<file path="src/rtl/alu_bcd_display_seq_if.sv">
`default_nettype none
// +----------------------------------------------------------------------+
// | alu_bcd_display_seq_if : start/busy/done bus of the ALU-to-display   |
// | Revision 1.0                                                         |
// +----------------------------------------------------------------------+
interface alu_bcd_display_seq_if #(
    parameter int WIDTH  = 8,
    parameter int DIGITS = 3
);
    logic                  start;
    logic [WIDTH-1:0]      a;
    logic [WIDTH-1:0]      b;
    logic [4:0]            sel;
    logic                  busy;
    logic                  done;
    logic [WIDTH-1:0]      result;
    logic [4:0]            flags;
    logic [DIGITS*8-1:0]   disp;

    modport master (
        output start, a, b, sel,
        input  busy, done, result, flags, disp
    );

    modport slave (
        input  start, a, b, sel,
        output busy, done, result, flags, disp
    );
endinterface
`default_nettype wire

</file>
<file path="src/rtl/alu_bcd_display_seq.sv">
`default_nettype none
// +----------------------------------------------------------------------+
// | alu_bcd_display_seq : registered ALU with sequential double-dabble   |
// | binary-to-BCD conversion driving one 7-segment decoder per digit.    |
// | Revision 1.0                                                         |
// +----------------------------------------------------------------------+

module alu #(
    parameter int WIDTH = 8
) (
    input  wire logic [WIDTH-1:0] A,
    input  wire logic [WIDTH-1:0] B,
    input  wire logic [4:0]       sel,
    output logic      [WIDTH-1:0] Q,
    output logic      [4:0]       F
);
    localparam logic [4:0] c_OP_ADD = 5'd0;
    localparam logic [4:0] c_OP_SUB = 5'd1;
    localparam logic [4:0] c_OP_AND = 5'd2;
    localparam logic [4:0] c_OP_OR  = 5'd3;
    localparam logic [4:0] c_OP_XOR = 5'd4;
    localparam logic [4:0] c_OP_NOT = 5'd5;
    localparam logic [4:0] c_OP_SHL = 5'd6;
    localparam logic [4:0] c_OP_SHR = 5'd7;

    logic [WIDTH:0] w_ext;
    logic           w_carry;
    logic           w_ovf;

    // F = {parity, overflow, negative, zero, carry}; subtract carry means no borrow
    always_comb begin
        w_ext   = '0;
        Q       = A;
        w_carry = 1'b0;
        w_ovf   = 1'b0;
        case (sel)
            c_OP_ADD: begin
                w_ext   = {1'b0, A} + {1'b0, B};
                Q       = w_ext[WIDTH-1:0];
                w_carry = w_ext[WIDTH];
                w_ovf   = (A[WIDTH-1] == B[WIDTH-1]) && (Q[WIDTH-1] != A[WIDTH-1]);
            end
            c_OP_SUB: begin
                w_ext   = {1'b0, A} + {1'b0, ~B} + (WIDTH+1)'(1);
                Q       = w_ext[WIDTH-1:0];
                w_carry = w_ext[WIDTH];
                w_ovf   = (A[WIDTH-1] != B[WIDTH-1]) && (Q[WIDTH-1] != A[WIDTH-1]);
            end
            c_OP_AND: Q = A & B;
            c_OP_OR:  Q = A | B;
            c_OP_XOR: Q = A ^ B;
            c_OP_NOT: Q = ~A;
            c_OP_SHL: begin
                Q       = A << 1;
                w_carry = A[WIDTH-1];
            end
            c_OP_SHR: begin
                Q       = A >> 1;
                w_carry = A[0];
            end
            default:  Q = A;
        endcase
        F = {^Q, w_ovf, Q[WIDTH-1], (Q == '0), w_carry};
    end
endmodule

module decoderBCD (
    input  wire logic [3:0] bcd,
    output logic      [7:0] seg
);
    // Active-low {dp,g,f,e,d,c,b,a}; non-decimal codes light nothing
    always_comb begin
        case (bcd)
            4'd0:    seg = 8'hC0;
            4'd1:    seg = 8'hF9;
            4'd2:    seg = 8'hA4;
            4'd3:    seg = 8'hB0;
            4'd4:    seg = 8'h99;
            4'd5:    seg = 8'h92;
            4'd6:    seg = 8'h82;
            4'd7:    seg = 8'hF8;
            4'd8:    seg = 8'h80;
            4'd9:    seg = 8'h90;
            default: seg = 8'hFF;
        endcase
    end
endmodule

module alu_bcd_display_seq #(
    parameter int         WIDTH      = 8,
    parameter int         DIGITS     = 3,
    parameter bit         BLANK_LZ   = 1'b0,
    parameter logic [7:0] BLANK_CODE = 8'hFF
) (
    input  wire logic          clk,
    input  wire logic          rst,
    alu_bcd_display_seq_if.slave bus
);
    localparam int c_SW = 4*DIGITS + WIDTH;
    localparam int c_CW = $clog2(WIDTH + 1);

    localparam logic [1:0] c_IDLE    = 2'd0;
    localparam logic [1:0] c_CAPTURE = 2'd1;
    localparam logic [1:0] c_CONVERT = 2'd2;
    localparam logic [1:0] c_DONE    = 2'd3;

    function automatic longint unsigned f_pow10(input int n);
        longint unsigned p = 1;
        for (int i = 0; i < n; i++) p = p * 10;
        return p;
    endfunction

    generate
        if (f_pow10(DIGITS) <= ((64'd1 << WIDTH) - 64'd1)) begin : g_digits_check
            $error("DIGITS too small to display every WIDTH-bit result");
        end
    endgenerate

    logic [1:0]            state_q, state_d;
    logic [WIDTH-1:0]      a_q, b_q;
    logic [4:0]            sel_q;
    logic [WIDTH-1:0]      result_q;
    logic [4:0]            flags_q;
    logic [c_SW-1:0]       shift_q;
    logic [c_CW-1:0]       cnt_q;
    logic [DIGITS*8-1:0]   disp_q;

    logic [WIDTH-1:0]      w_alu_q;
    logic [4:0]            w_alu_f;
    logic [c_SW-1:0]       w_shift_adj;
    logic [c_SW-1:0]       w_shift_next;
    logic                  w_last;
    logic [3:0]            w_nib [DIGITS];
    logic [7:0]            w_seg [DIGITS];
    logic [DIGITS*8-1:0]   w_disp;
    logic                  w_zero_run;

    alu #(.WIDTH(WIDTH)) u_alu (
        .A   (a_q),
        .B   (b_q),
        .sel (sel_q),
        .Q   (w_alu_q),
        .F   (w_alu_f)
    );

    always_comb begin
        w_shift_adj = shift_q;
        for (int k = 0; k < DIGITS; k++) begin
            if (shift_q[WIDTH + 4*k +: 4] >= 4'd5)
                w_shift_adj[WIDTH + 4*k +: 4] = shift_q[WIDTH + 4*k +: 4] + 4'd3;
        end
        w_shift_next = w_shift_adj << 1;
    end

    assign w_last = (cnt_q == c_CW'(WIDTH - 1));

    // Decoders see the post-shift BCD so disp can be loaded on the last shift; reset shows zeros
    generate
        for (genvar k = 0; k < DIGITS; k++) begin : g_digit
            assign w_nib[k] = rst ? 4'd0 : w_shift_next[WIDTH + 4*k +: 4];
            decoderBCD u_dec (.bcd(w_nib[k]), .seg(w_seg[k]));
        end
    endgenerate

    always_comb begin
        w_zero_run = 1'b1;
        w_disp     = '0;
        for (int k = DIGITS - 1; k >= 0; k--) begin
            w_zero_run = w_zero_run && (w_nib[k] == 4'd0);
            if (BLANK_LZ && (k > 0) && w_zero_run)
                w_disp[8*k +: 8] = BLANK_CODE;
            else
                w_disp[8*k +: 8] = w_seg[k];
        end
    end

    always_comb begin
        state_d = state_q;
        case (state_q)
            c_IDLE:    if (bus.start) state_d = c_CAPTURE;
            c_CAPTURE: state_d = c_CONVERT;
            c_CONVERT: if (w_last) state_d = c_DONE;
            c_DONE:    state_d = c_IDLE;
            default:   state_d = c_IDLE;
        endcase
    end

    always_ff @(posedge clk) begin
        if (rst) begin
            state_q  <= c_IDLE;
            a_q      <= '0;
            b_q      <= '0;
            sel_q    <= '0;
            result_q <= '0;
            flags_q  <= '0;
            shift_q  <= '0;
            cnt_q    <= '0;
            disp_q   <= w_disp;
        end else begin
            state_q <= state_d;
            case (state_q)
                c_IDLE: begin
                    if (bus.start) begin
                        a_q   <= bus.a;
                        b_q   <= bus.b;
                        sel_q <= bus.sel;
                    end
                end
                c_CAPTURE: begin
                    result_q <= w_alu_q;
                    flags_q  <= w_alu_f;
                    shift_q  <= {(4*DIGITS)'(0), w_alu_q};
                    cnt_q    <= '0;
                end
                c_CONVERT: begin
                    shift_q <= w_shift_next;
                    cnt_q   <= cnt_q + c_CW'(1);
                    if (w_last) disp_q <= w_disp;
                end
                default: ;
            endcase
        end
    end

    assign bus.busy   = (state_q != c_IDLE);
    assign bus.done   = (state_q == c_DONE);
    assign bus.result = result_q;
    assign bus.flags  = flags_q;
    assign bus.disp   = disp_q;
endmodule
`default_nettype wire

</file>
<file path="src/flat_wrapper.sv">
// flat-port wrapper written by rule: the top's interface ports become plain ports
module alu_bcd_display_seq_flat 
#(
    parameter int         WIDTH      = 8,
    parameter int         DIGITS     = 3,
    parameter bit         BLANK_LZ   = 1'b0,
    parameter logic [7:0] BLANK_CODE = 8'hFF
)
  (clk, rst, bus_start, bus_a, bus_b, bus_sel, bus_busy, bus_done, bus_result, bus_flags, bus_disp);
  alu_bcd_display_seq_if #(.WIDTH(WIDTH), .DIGITS(DIGITS)) bus_i ();
  input  wire logic clk;
  input  wire logic rst;
  input wire logic [$bits(bus_i.start)-1:0] bus_start;
  input wire logic [$bits(bus_i.a)-1:0] bus_a;
  input wire logic [$bits(bus_i.b)-1:0] bus_b;
  input wire logic [$bits(bus_i.sel)-1:0] bus_sel;
  output wire logic [$bits(bus_i.busy)-1:0] bus_busy;
  output wire logic [$bits(bus_i.done)-1:0] bus_done;
  output wire logic [$bits(bus_i.result)-1:0] bus_result;
  output wire logic [$bits(bus_i.flags)-1:0] bus_flags;
  output wire logic [$bits(bus_i.disp)-1:0] bus_disp;
  assign bus_i.start = bus_start;
  assign bus_i.a = bus_a;
  assign bus_i.b = bus_b;
  assign bus_i.sel = bus_sel;
  assign bus_busy = bus_i.busy;
  assign bus_done = bus_i.done;
  assign bus_result = bus_i.result;
  assign bus_flags = bus_i.flags;
  assign bus_disp = bus_i.disp;
  alu_bcd_display_seq #(.WIDTH(WIDTH), .DIGITS(DIGITS), .BLANK_LZ(BLANK_LZ), .BLANK_CODE(BLANK_CODE)) u_core (.clk(clk), .rst(rst), .bus(bus_i));
endmodule
</file>
<file path="config.mk">
export PLATFORM = sky130hd
export DESIGN_NAME = alu_bcd_display_seq_flat
export DESIGN_NICKNAME = d
export VERILOG_FILES = /design/src/rtl/alu_bcd_display_seq_if.sv /design/src/rtl/alu_bcd_display_seq.sv /design/src/flat_wrapper.sv
export SDC_FILE = /design/constraint.sdc
export NUM_CORES = 1
export LEC_CHECK = 0
export ABC_CLOCK_PERIOD_IN_PS = 3100
export BUFFER_PORTS_ARGS = -buffer_cell sky130_fd_sc_hd__buf_2
export CORE_ASPECT_RATIO = 2
export CORE_MARGIN = 1
export CORE_UTILIZATION = 53
export DETAILED_ROUTE_END_ITERATION = 6
export PLACE_DENSITY = 0.76
export SETUP_SLACK_MARGIN = 0.5
export SLEW_MARGIN = 20
export SYNTH_ARGS = -nofsm -noshare
export SYNTH_HDL_FRONTEND = slang
export SYNTH_SLANG_ARGS = --single-unit
</file>
<file path="constraint.sdc">
create_clock -name clk -period 3.1 [get_ports clk]
set_input_delay 0.155 -clock clk [delete_from_list [all_inputs] [get_ports clk]]
set_output_delay 0.155 -clock clk [all_outputs]
set_load 0.01 [all_outputs]
</file>
==> flow_metrics.py, run 1 <==
metrics = {
    "synthesis": {
        "seq_area_frac_synth_pct": 34.1,
        "synth-edff-count": 21,
        "yosys_warnings": 0,
        "yosysTopAreaCell": "dfxtp_1",
        "yosysMostFrequentCell": "nand2_1",
        "synth_top_family_by_area": "compound AO/OA/AOI/OAI gates",
        "muxShareOfSynthArea_pct": 2.80,
        "synth.distinct_cells": 71,
        "synth_area_leaders": "dfxtp_1 22%, ha_1 13%, edfxtp_1 12%, nand2_1 6.4%, a21oi_1 6.1%",
        "ys.flop_type": "dfxtp_1",
        "synth_compound_area_share_pct": 22.2,
        "synth_xor_area_share_pct": 1.48,
        "synthAdderAreaFrac_pct": 13.7,
        "ys_ff_latch": 80,
        "synth_async_sr_flop_share_pct": 0,
        "synth_top_area_share_pct": 22.2,
        "syn_area_per_cell_um2": 8.26,
        "yosys.area_share.simple_pct": 19.3,
        "ys_top_cells_by_count": "90 x nand2_1, 65 x a21oi_1, 59 x dfxtp_1",
        "syn_area_um2": 5310,
        "synthCells": 643,
    },
    "flow_run": {
        "maxCapViolations": 0,
    },
    "global_route": {
        "grt_overflow_total": 0,
        "grt_pass1_vias": 5063,
        "grt_usage_pct": 30.3,
        "grt_start_max_net_pins": 65,
        "antenna_found_initial": 0,
        "grt_pass1_wl_um": 23900,
    },
    "floorplan": {
        "die_x_um": 72.8,
        "die_y_um": 144,
        "coreArea_um2": 9760,
        "placementRows": 51,
        "die-area_um2": 10500,
        "io_pins": 63,
        "initial_core_util_pct": 54.4,
    },
    "worst_setup_path": {
        "cp-end-kind": "flop",
        "startpoint_type": "flop",
        "max_stage_delay_ps": 520,
        "critPathSlowestCell": "fa_2",
        "cpMostUsedCell": "buf_4",
        "required_ps": 3350,
        "crit_type": "reg -> reg",
        "path_max_fanout": 2,
        "crit_family": "compound AO/OA/AOI/OAI gates",
        "critPathBufInv": 3,
        "cp_cell_sequence": "inv_1, buf_4, fa_2, nor2_1, a221oi_1, a31o_2, a21oi_1, a221oi_2, buf_4, ha_4, xnor2_2, xnor2_1, a211oi_1",
        "worstPathArrival_ps": 3000,
    },
    "sta": {
        "drv_slew": 0,
        "rsz0062_at_grt": "yes",
        "fmax_mhz": 364,
        "whs_ps": 42.5,
        "tightest_slew_ps": 750,
        "slew_headroom_pct": 50.0,
        "setup_viol": 0,
        "hold_viol": 0,
        "fin_tns_setup_ps": 0,
        "min_period_ps": 2740,
        "finalWorstSetupSlack_ps": 356,
        "skew_ps": 8.10,
        "fin_crit_sh_pct": 88.5,
    },
    "cells_and_area": {
        "layout-drive-gt1-share_pct": 26.8,
        "finalNetCount": 812,
        "instances_no_fill": 868,
        "area_growth_pct": 24.7,
        "antennaDiodeCount": 0,
    },
    "clock_tree": {
        "hold_buffers": 0,
        "cts_max_level": 3,
        "cts.clk_slew.worst_paths_ps": 60,
        "clock-root-buffer": "clkbuf_16",
        "clockBufferDepth": 2,
        "cts_tree": "yes",
        "numClockSinks": 80,
        "cts_buffers": 9,
        "clk_latency_ps": 340,
    },
    "route": {
        "via_count": 5046,
        "dr.pass1.iters": 6,
        "drc": 0,
        "drt_wl_total_um": 15000,
        "drtIter0Drc": 312,
        "ant_nets": 0,
        "vias_per_cell": 5.81,
        "wire_per_inst_um": 17.3,
    },
    "min_path": {
        "hold_class": "in -> reg",
    },
    "placed_design": {
        "place_hpwl_um": 11300,
        "dp_slack_ps": 29.6,
        "io_buffers": 59,
        "routabilityCongestion": 1.02,
        "dp_cells": 841,
    },
    "pwr": {
        "power_density_nw_per_um2": 794,
        "vdd_drop_max_mv": 0.405,
        "leakage_nw": 2.77,
    },
    "run_status": {
        "status": "completed",
    },
}
-- metal layers --
| layer | track usage (%) | routed length (um) |
|---|---|---|
| met1 | 27.4 | 5080 |
| met2 | 59.4 | 8520 |
| met3 | 4.14 | 459 |
| met4 | 20.6 | 945 |
| met5 | 0 | 0 |
-- worst register-to-register path, cell delays in order (launching register included) --
cell,delay [ps]
dfxtp_1,350
inv_1,90
buf_4,150
fa_2,520
nor2_1,40
a221oi_1,250
a31o_2,140
a21oi_1,70
a221oi_2,190
buf_4,180
ha_4,210
xnor2_2,140
xnor2_1,120
a211oi_1,190
-- state kept, by name, summed over array words and instances (netlist names) --
register / count
u_core.state_q: 2
u_core.a_q: 8
u_core.shift_q: 20
u_core.sel_q: 5
u_core.bus.disp: 21
u_core.cnt_q: 4
u_core.bus.result: 7
u_core.b_q: 8
u_core.bus.flags: 5
-- repair_timing --
item | CTS | global route
pin swaps | 11 | 11
setup endpoints to repair | 5 | 8
setup buffers | 6 | 5
resized for setup | 30 | 26
-- layout by cell type, fill, tap and decap left out, types with 12 or more instances in the layout --
master and count:
a21oi_1 59, buf_2 59, buf_4 50, dfxtp_1 52, edfxtp_1 21, ha_1 44
inv_1 47, nand2_1 90, nand2b_1 12, nand3_1 14, nor2_1 56, nor3_1 12
o21ai_0 26
-- cell families after synthesis --
logic type / Yosys count
buffers and inverters: 82
AND/OR/NAND/NOR: 221
XOR/XNOR: 9
flip-flops: 80
AO/OA/AOI/OAI: 180
adder cells (fa/ha/maj): 57
other: 1
multiplexers: 13
-- power breakdown --
| part | switching [mW] | internal [mW] |
|---|---|---|
| Sequential | 0.130 | 1.23 |
| Clock | 0.441 | 0.710 |
| Combinational | 1.55 | 1.20 |
-- final cells by class --
| cell class | instances | area, um^2 |
|---|---|---|
| Clock buffer | 10 | 229 |
| Clock inverter | 6 | 91.3 |
| Fill cell | 820 | 3140 |
| Inverter | 48 | 183 |
| Multi-Input combinational cell | 483 | 3460 |
| Sequential cell | 80 | 1830 |
| Tap cell | 132 | 165 |
| Timing Repair Buffer | 109 | 671 |
-- final timing paths --
check                                          end  depth (start not counted)                              from  slack (ps)
setup reg to reg  u_core.bus.flags[4]$_SDFFE_PP0N_                         13        u_core.a_q[1]$_SDFFE_PP0P_         360
hold / removal          u_core.b_q[0]$_SDFFE_PP0P_                          3                          bus_b[0]          40
hold reg to reg   u_core.bus.flags[3]$_SDFFE_PP0N_                          2  u_core.bus.flags[3]$_SDFFE_PP0N_         450
setup / recovery  u_core.bus.flags[4]$_SDFFE_PP0N_                         13        u_core.a_q[1]$_SDFFE_PP0P_         360
-- stage by stage --
step                utilization, %  total power [mW]  area (um^2)
finish                        67.9              5.26         6630
floorplan                        -              2.91         5330
global placement              60.7              3.69         5930
global route                  67.9              5.56         6630
detailed placement            60.7              3.73         5930
CTS                           66.2              5.15         6460
Note: power is estimated with default switching activity, not from simulation.
==> run 2, diff against run 1 <==
CORE_UTILIZATION = 45   (was 53)
PLACE_DENSITY = 0.67   (was 0.76)
==> flow_metrics.py, run 2 (same netlist as run 1, synthesis figures left out) <==
metrics = {
    "run_status": {
        "status": "completed",
    },
    "min_path": {
        "hold_class": "in -> reg",
        "worstHoldStart": "bus_a[5]",
        "min_to": "u_core.a_q[5]$_SDFFE_PP0P_",
        "hold_path_depth": 3,
    },
    "sta": {
        "fin_tns_setup_ps": 0,
        "fin_crit_sh_pct": 90.8,
        "fmax_mhz": 355,
        "setup_viol": 0,
        "hold_viol": 0,
        "slew_headroom_pct": 52.8,
        "skew_ps": 5.48,
        "rsz0062_at_grt": "yes",
        "min_period_ps": 2810,
        "tightest_slew_ps": 707,
        "whs_ps": 44.2,
        "drv_slew": 0,
    },
    "global_route": {
        "grt_start_max_net_pins": 65,
        "grt_usage_pct": 25.4,
        "antenna_found_initial": 0,
        "grt_overflow_total": 0,
        "grt_pass1_vias": 5071,
        "grt_pass1_wl_um": 24100,
    },
    "clock_tree": {
        "cts_tree": "yes",
        "cts_max_level": 3,
        "clockBufferDepth": 2,
        "cts_buffers": 9,
        "clock-root-buffer": "clkbuf_16",
        "clk_latency_ps": 340,
        "numClockSinks": 80,
        "cts.clk_slew.worst_paths_ps": 60,
    },
    "cells_and_area": {
        "n_fill_cell": 1044,
        "fin_util_pct": 57.7,
        "largest_reg_flops": 21,
        "finalNetCount": 806,
        "instances_no_fill": 872,
        "area_growth_pct": 24.0,
        "layout-drive-gt1-share_pct": 25.9,
        "final_common_cell": "nand2_1",
        "final_cell_mix": "90 x nand2_1, 59 x buf_2, 58 x a21oi_1",
        "antennaDiodeCount": 0,
    },
    "placed_design": {
        "io_buffers": 59,
        "dp_cells": 843,
        "routabilityCongestion": 0.985,
        "place_hpwl_um": 11300,
    },
    "route": {
        "wire_per_inst_um": 17.4,
        "vias_per_cell": 5.74,
        "ant_nets": 0,
        "via_count": 5006,
        "dr.pass1.iters": 4,
        "drc": 0,
        "drtIter0Drc": 207,
        "drt_wl_total_um": 15100,
    },
    "worst_setup_path": {
        "r2r_end": "u_core.bus.flags[4]$_SDFFE_PP0N_",
        "required_ps": 3360,
        "worstPathArrival_ps": 3070,
        "rr_startpoint": "u_core.a_q[0]$_SDFFE_PP0P_",
        "path_max_fanout": 4,
        "r2r_setup_slack_ps": 290,
        "r2r_cells": 11,
        "cp-end-kind": "flop",
        "startpoint_type": "flop",
        "crit_type": "reg -> reg",
    },
    "floorplan": {
        "die-area_um2": 12300,
        "die_x_um": 78.8,
        "initial_core_util_pct": 46.5,
        "coreArea_um2": 11400,
        "placementRows": 55,
        "die_y_um": 156,
        "io_pins": 63,
    },
    "pwr": {
        "vdd_drop_max_mv": 0.370,
        "power_density_nw_per_um2": 766,
        "leakage_nw": 2.73,
    },
    "flow_run": {
        "maxCapViolations": 0,
    },
}
run 2: worst max-delay path, stage by stage (launching register included):
cell and delay [ps]:
dfxtp_4 370, ha_4 180, fa_2 410, a21o_1 220
a21oi_2 240, a2bb2oi_1 110, a31oi_1 260, o22ai_2 140
ha_1 320, xnor2_1 140, xnor2_1 120, a211oi_1 220
run 2: repair_timing:
item | in CTS | in global routing
buffers inserted | 5 | 8
gates resized for setup | 27 | 34
hold buffers | 0 | 0
endpoints found under the setup margin | 4 | 11
pin swaps | 13 | 21
run 2: through the flow:
| stage | setup WS (ps) | power [mW] | cell area (um^2) |
|---|---|---|---|
| after global routing | 224 | 5.35 | 6590 |
| after global placement | 88.1 | 3.62 | 5890 |
| after floorplan | 245 | 2.91 | 5330 |
| after detailed placement | 8.67 | 3.66 | 5890 |
| final | 285 | 5.04 | 6590 |
| after CTS | 330 | 4.88 | 6350 |
run 2: how the worst max path moves through the flow:
| stage | start | to | slack, ps | cells after the start |
|---|---|---|---|---|
| after floorplan | u_core.a_q[1]$_SDFFE_PP0P_ | u_core.bus.flags[4]$_SDFFE_PP0N_ | 240 | 12 |
| after global placement | u_core.b_q[0]$_SDFFE_PP0P_ | u_core.bus.flags[4]$_SDFFE_PP0N_ | 90 | 11 |
| after detailed placement | u_core.b_q[0]$_SDFFE_PP0P_ | u_core.bus.flags[4]$_SDFFE_PP0N_ | 9 | 11 |
| after CTS | u_core.a_q[0]$_SDFFE_PP0P_ | u_core.bus.flags[4]$_SDFFE_PP0N_ | 330 | 12 |
| after global routing | u_core.b_q[0]$_SDFFE_PP0P_ | u_core.bus.flags[4]$_SDFFE_PP0N_ | 220 | 11 |
| final | u_core.a_q[0]$_SDFFE_PP0P_ | u_core.bus.flags[4]$_SDFFE_PP0N_ | 290 | 11 |
run 2: final cells by class:
class | instances | area [um^2] | area share, %
timing repair buffer | 103 | 638 | 9.68
sequential | 80 | 1820 | 27.7
multi-input combinational | 483 | 3460 | 52.5
tap | 142 | 178 | 2.70
clock buffer | 11 | 243 | 3.68
clock inverter | 5 | 63.8 | 0.968
inverter | 48 | 183 | 2.77
run 2: power breakdown:
| part | leakage, nW | internal [mW] | switching (mW) |
|---|---|---|---|
| Combinational | 1.90 | 1.09 | 1.50 |
| Sequential | 0.690 | 1.23 | 0.120 |
| Clock | 0.146 | 0.652 | 0.446 |
| Total | 2.73 | 2.98 | 2.07 |
run 2: routing by layer:
| metal | vias to the layer above | GRT usage (%) | wire (um) |
|---|---|---|---|
| met2 | 155 | 49.5 | 8750 |
| li1 | 2429 | - | - |
| met4 | 0 | 18.1 | 799 |
| met5 | - | 0 | 0 |
| met1 | 2369 | 22.4 | 5000 |
| met3 | 53 | 4.21 | 592 |
==> run 3, diff against run 2 <==
CELL_PAD_IN_SITES_DETAIL_PLACEMENT = 2   (was not set)
CELL_PAD_IN_SITES_GLOBAL_PLACEMENT = 2   (was not set)
CORE_UTILIZATION = 32   (was 45)
PLACE_DENSITY = not set   (was 0.67)
PLACE_DENSITY_LB_ADDON = 0.1   (was not set)
==> flow_metrics.py, run 3 (same netlist as run 1, synthesis figures left out) <==
metrics = {
    "placed_design": {
        "io_buffers": 59,
        "routabilityCongestion": 1.04,
        "dp_cells": 918,
        "dp_slack_ps": -39.6,
        "place_hpwl_um": 16300,
    },
    "pwr": {
        "seqPwrFrac_pct": 24.5,
        "intPower_mw": 3.18,
        "power_frac_comb_pct": 55.5,
        "p_sw_share_pct": 42.9,
        "clockPowerShare_pct": 20.0,
        "leakage_nw": 2.81,
        "vdd_drop_max_mv": 0.331,
        "power_density_nw_per_um2": 809,
        "p_sw_mw": 2.38,
    },
    "cells_and_area": {
        "layout-drive-gt1-share_pct": 30.2,
        "final_common_cell": "nand2_1",
        "antennaDiodeCount": 0,
        "fin_util_pct": 42.3,
        "largest_reg_flops": 21,
        "final_cell_mix": "90 x nand2_1, 59 x buf_2, 59 x buf_4",
        "area_growth_pct": 29.4,
        "instances_no_fill": 950,
        "finalNetCount": 822,
    },
    "min_path": {
        "hold_class": "in -> reg",
    },
    "global_route": {
        "grt_overflow_total": 0,
        "antenna_found_initial": 0,
        "grt_pass1_wl_um": 32900,
        "grt_usage_pct": 26.0,
        "grt_pass1_vias": 6005,
        "grt_start_max_net_pins": 65,
    },
    "route": {
        "drt_wl_total_um": 21300,
        "dr.pass1.iters": 4,
        "drtIter0Drc": 147,
        "via_count": 5251,
        "ant_nets": 0,
        "vias_per_cell": 5.53,
        "drc": 0,
        "wire_per_inst_um": 22.5,
    },
    "clock_tree": {
        "cts_tree": "yes",
        "numClockSinks": 80,
        "clockBufferDepth": 2,
        "cts_max_level": 3,
        "hold_buffers": 0,
        "clock-root-buffer": "clkbuf_16",
        "cts_buffers": 9,
        "clk_latency_ps": 350,
        "cts.clk_slew.worst_paths_ps": 60,
    },
    "floorplan": {
        "die_x_um": 93.1,
        "placementRows": 66,
        "coreArea_um2": 16300,
        "die-area_um2": 17200,
        "io_pins": 63,
        "initial_core_util_pct": 32.7,
        "die_y_um": 184,
    },
    "worst_setup_path": {
        "critPathBufInv": 3,
        "startpoint_type": "flop",
        "crit_family": "compound AO/OA/AOI/OAI gates",
        "worstPathArrival_ps": 2990,
        "cp-end-kind": "flop",
        "path_max_fanout": 6,
        "critPathSlowestCell": "dfxtp_2",
        "crit_type": "reg -> reg",
        "max_stage_delay_ps": 340,
        "cp_cell_sequence": "inv_1, ha_4, buf_4, o21bai_4, a21oi_4, o31ai_4, buf_4, or3_1, a32o_2, ha_4, xnor2_2, xnor2_1, a211oi_2",
        "required_ps": 3300,
    },
    "sta": {
        "min_period_ps": 2790,
        "tightest_slew_ps": 785,
        "finalWorstSetupSlack_ps": 309,
        "drv_slew": 0,
        "setup_viol": 0,
        "slew_headroom_pct": 47.5,
        "hold_viol": 0,
        "skew_ps": 5.42,
        "fin_crit_sh_pct": 90.0,
        "rsz0062_at_grt": "yes",
        "fmax_mhz": 358,
    },
    "flow_run": {
        "maxCapViolations": 0,
    },
    "run_status": {
        "status": "completed",
    },
}
run 3: cell types whose count changed in the layout (fill, tap and decap cells not counted), moves of 2 or more:
cell / before / now
ha_4: 8 / 10
clkinvlp_4: 1 / 3
dfxtp_1: 53 / 51
ha_1: 46 / 39
ha_2: 1 / 6
buf_4: 43 / 59
xnor2_2: 2 / 4
inv_1: 45 / 42
inv_2: 2 / 4
run 3: final timing paths:
kind	to	from	slack (ps)	cells past startpoint
setup / recovery	u_core.bus.flags[4]$_SDFFE_PP0N_	u_core.b_q[2]$_SDFFE_PP0P_	310	13
hold / removal	u_core.b_q[2]$_SDFFE_PP0P_	bus_b[2]	30	3
setup reg to reg	u_core.bus.flags[4]$_SDFFE_PP0N_	u_core.b_q[2]$_SDFFE_PP0P_	310	13
hold reg to reg	u_core.bus.flags[0]$_SDFFE_PP0N_	u_core.bus.flags[0]$_SDFFE_PP0N_	460	2
run 3: power groups by stage:
stage | clock, mW | sequential (mW) | combinational [mW]
after global routing | 1.17 | 1.39 | 3.33
after global placement | 0 | 1.37 | 2.49
after detailed placement | 0 | 1.38 | 2.59
after floorplan | 0 | 1.38 | 1.54
final | 1.11 | 1.36 | 3.09
after CTS | 1.14 | 1.37 | 2.98
run 3: per-layer routing:
layer	vias to the layer above	track usage, %	wire length, um
li1	2460	-	-
met1	2607	20.7	6420
met2	121	56.1	13000
met3	63	3.14	518
met4	0	15.0	1360
met5	-	0	0
run 3: area by class of cell:
cell class,instances,area [um^2]
Timing Repair Buffer,119,758
Tap cell,204,255
Inverter,48,186
Multi-Input combinational cell,483,3550
Clock buffer,12,246
Fill cell,1852,9390
Clock inverter,4,53.8
Sequential cell,80,1830
run 3: stage by stage:
step	power [mW]	TNS [ps]	hold slack [ps]	area [um^2]
2_1_floorplan	2.91	0	291	5330
3_3_place_gp	3.85	0	399	6070
3_5_place_dp	3.97	-39.6	406	6070
4_1_cts	5.49	0	27.0	6780
5_1_grt	5.88	0	44.1	6880
6_report	5.56	0	34.5	6880
run 3: worst register-to-register path, stage by stage, from the launching register on:
cell and delay [ps]:
dfxtp_2 340, inv_1 90, ha_4 330, buf_4 140, o21bai_4 60, a21oi_4 210
o31ai_4 100, buf_4 150, or3_1 300, a32o_2 280, ha_4 250, xnor2_2 160
xnor2_1 150, a211oi_2 80
run 3: timing repair:
item	CTS	global route
gates cloned	0	0
setup endpoints to repair	10	16
resized for setup	68	16
pin swaps	23	8
buffers inserted	12	4
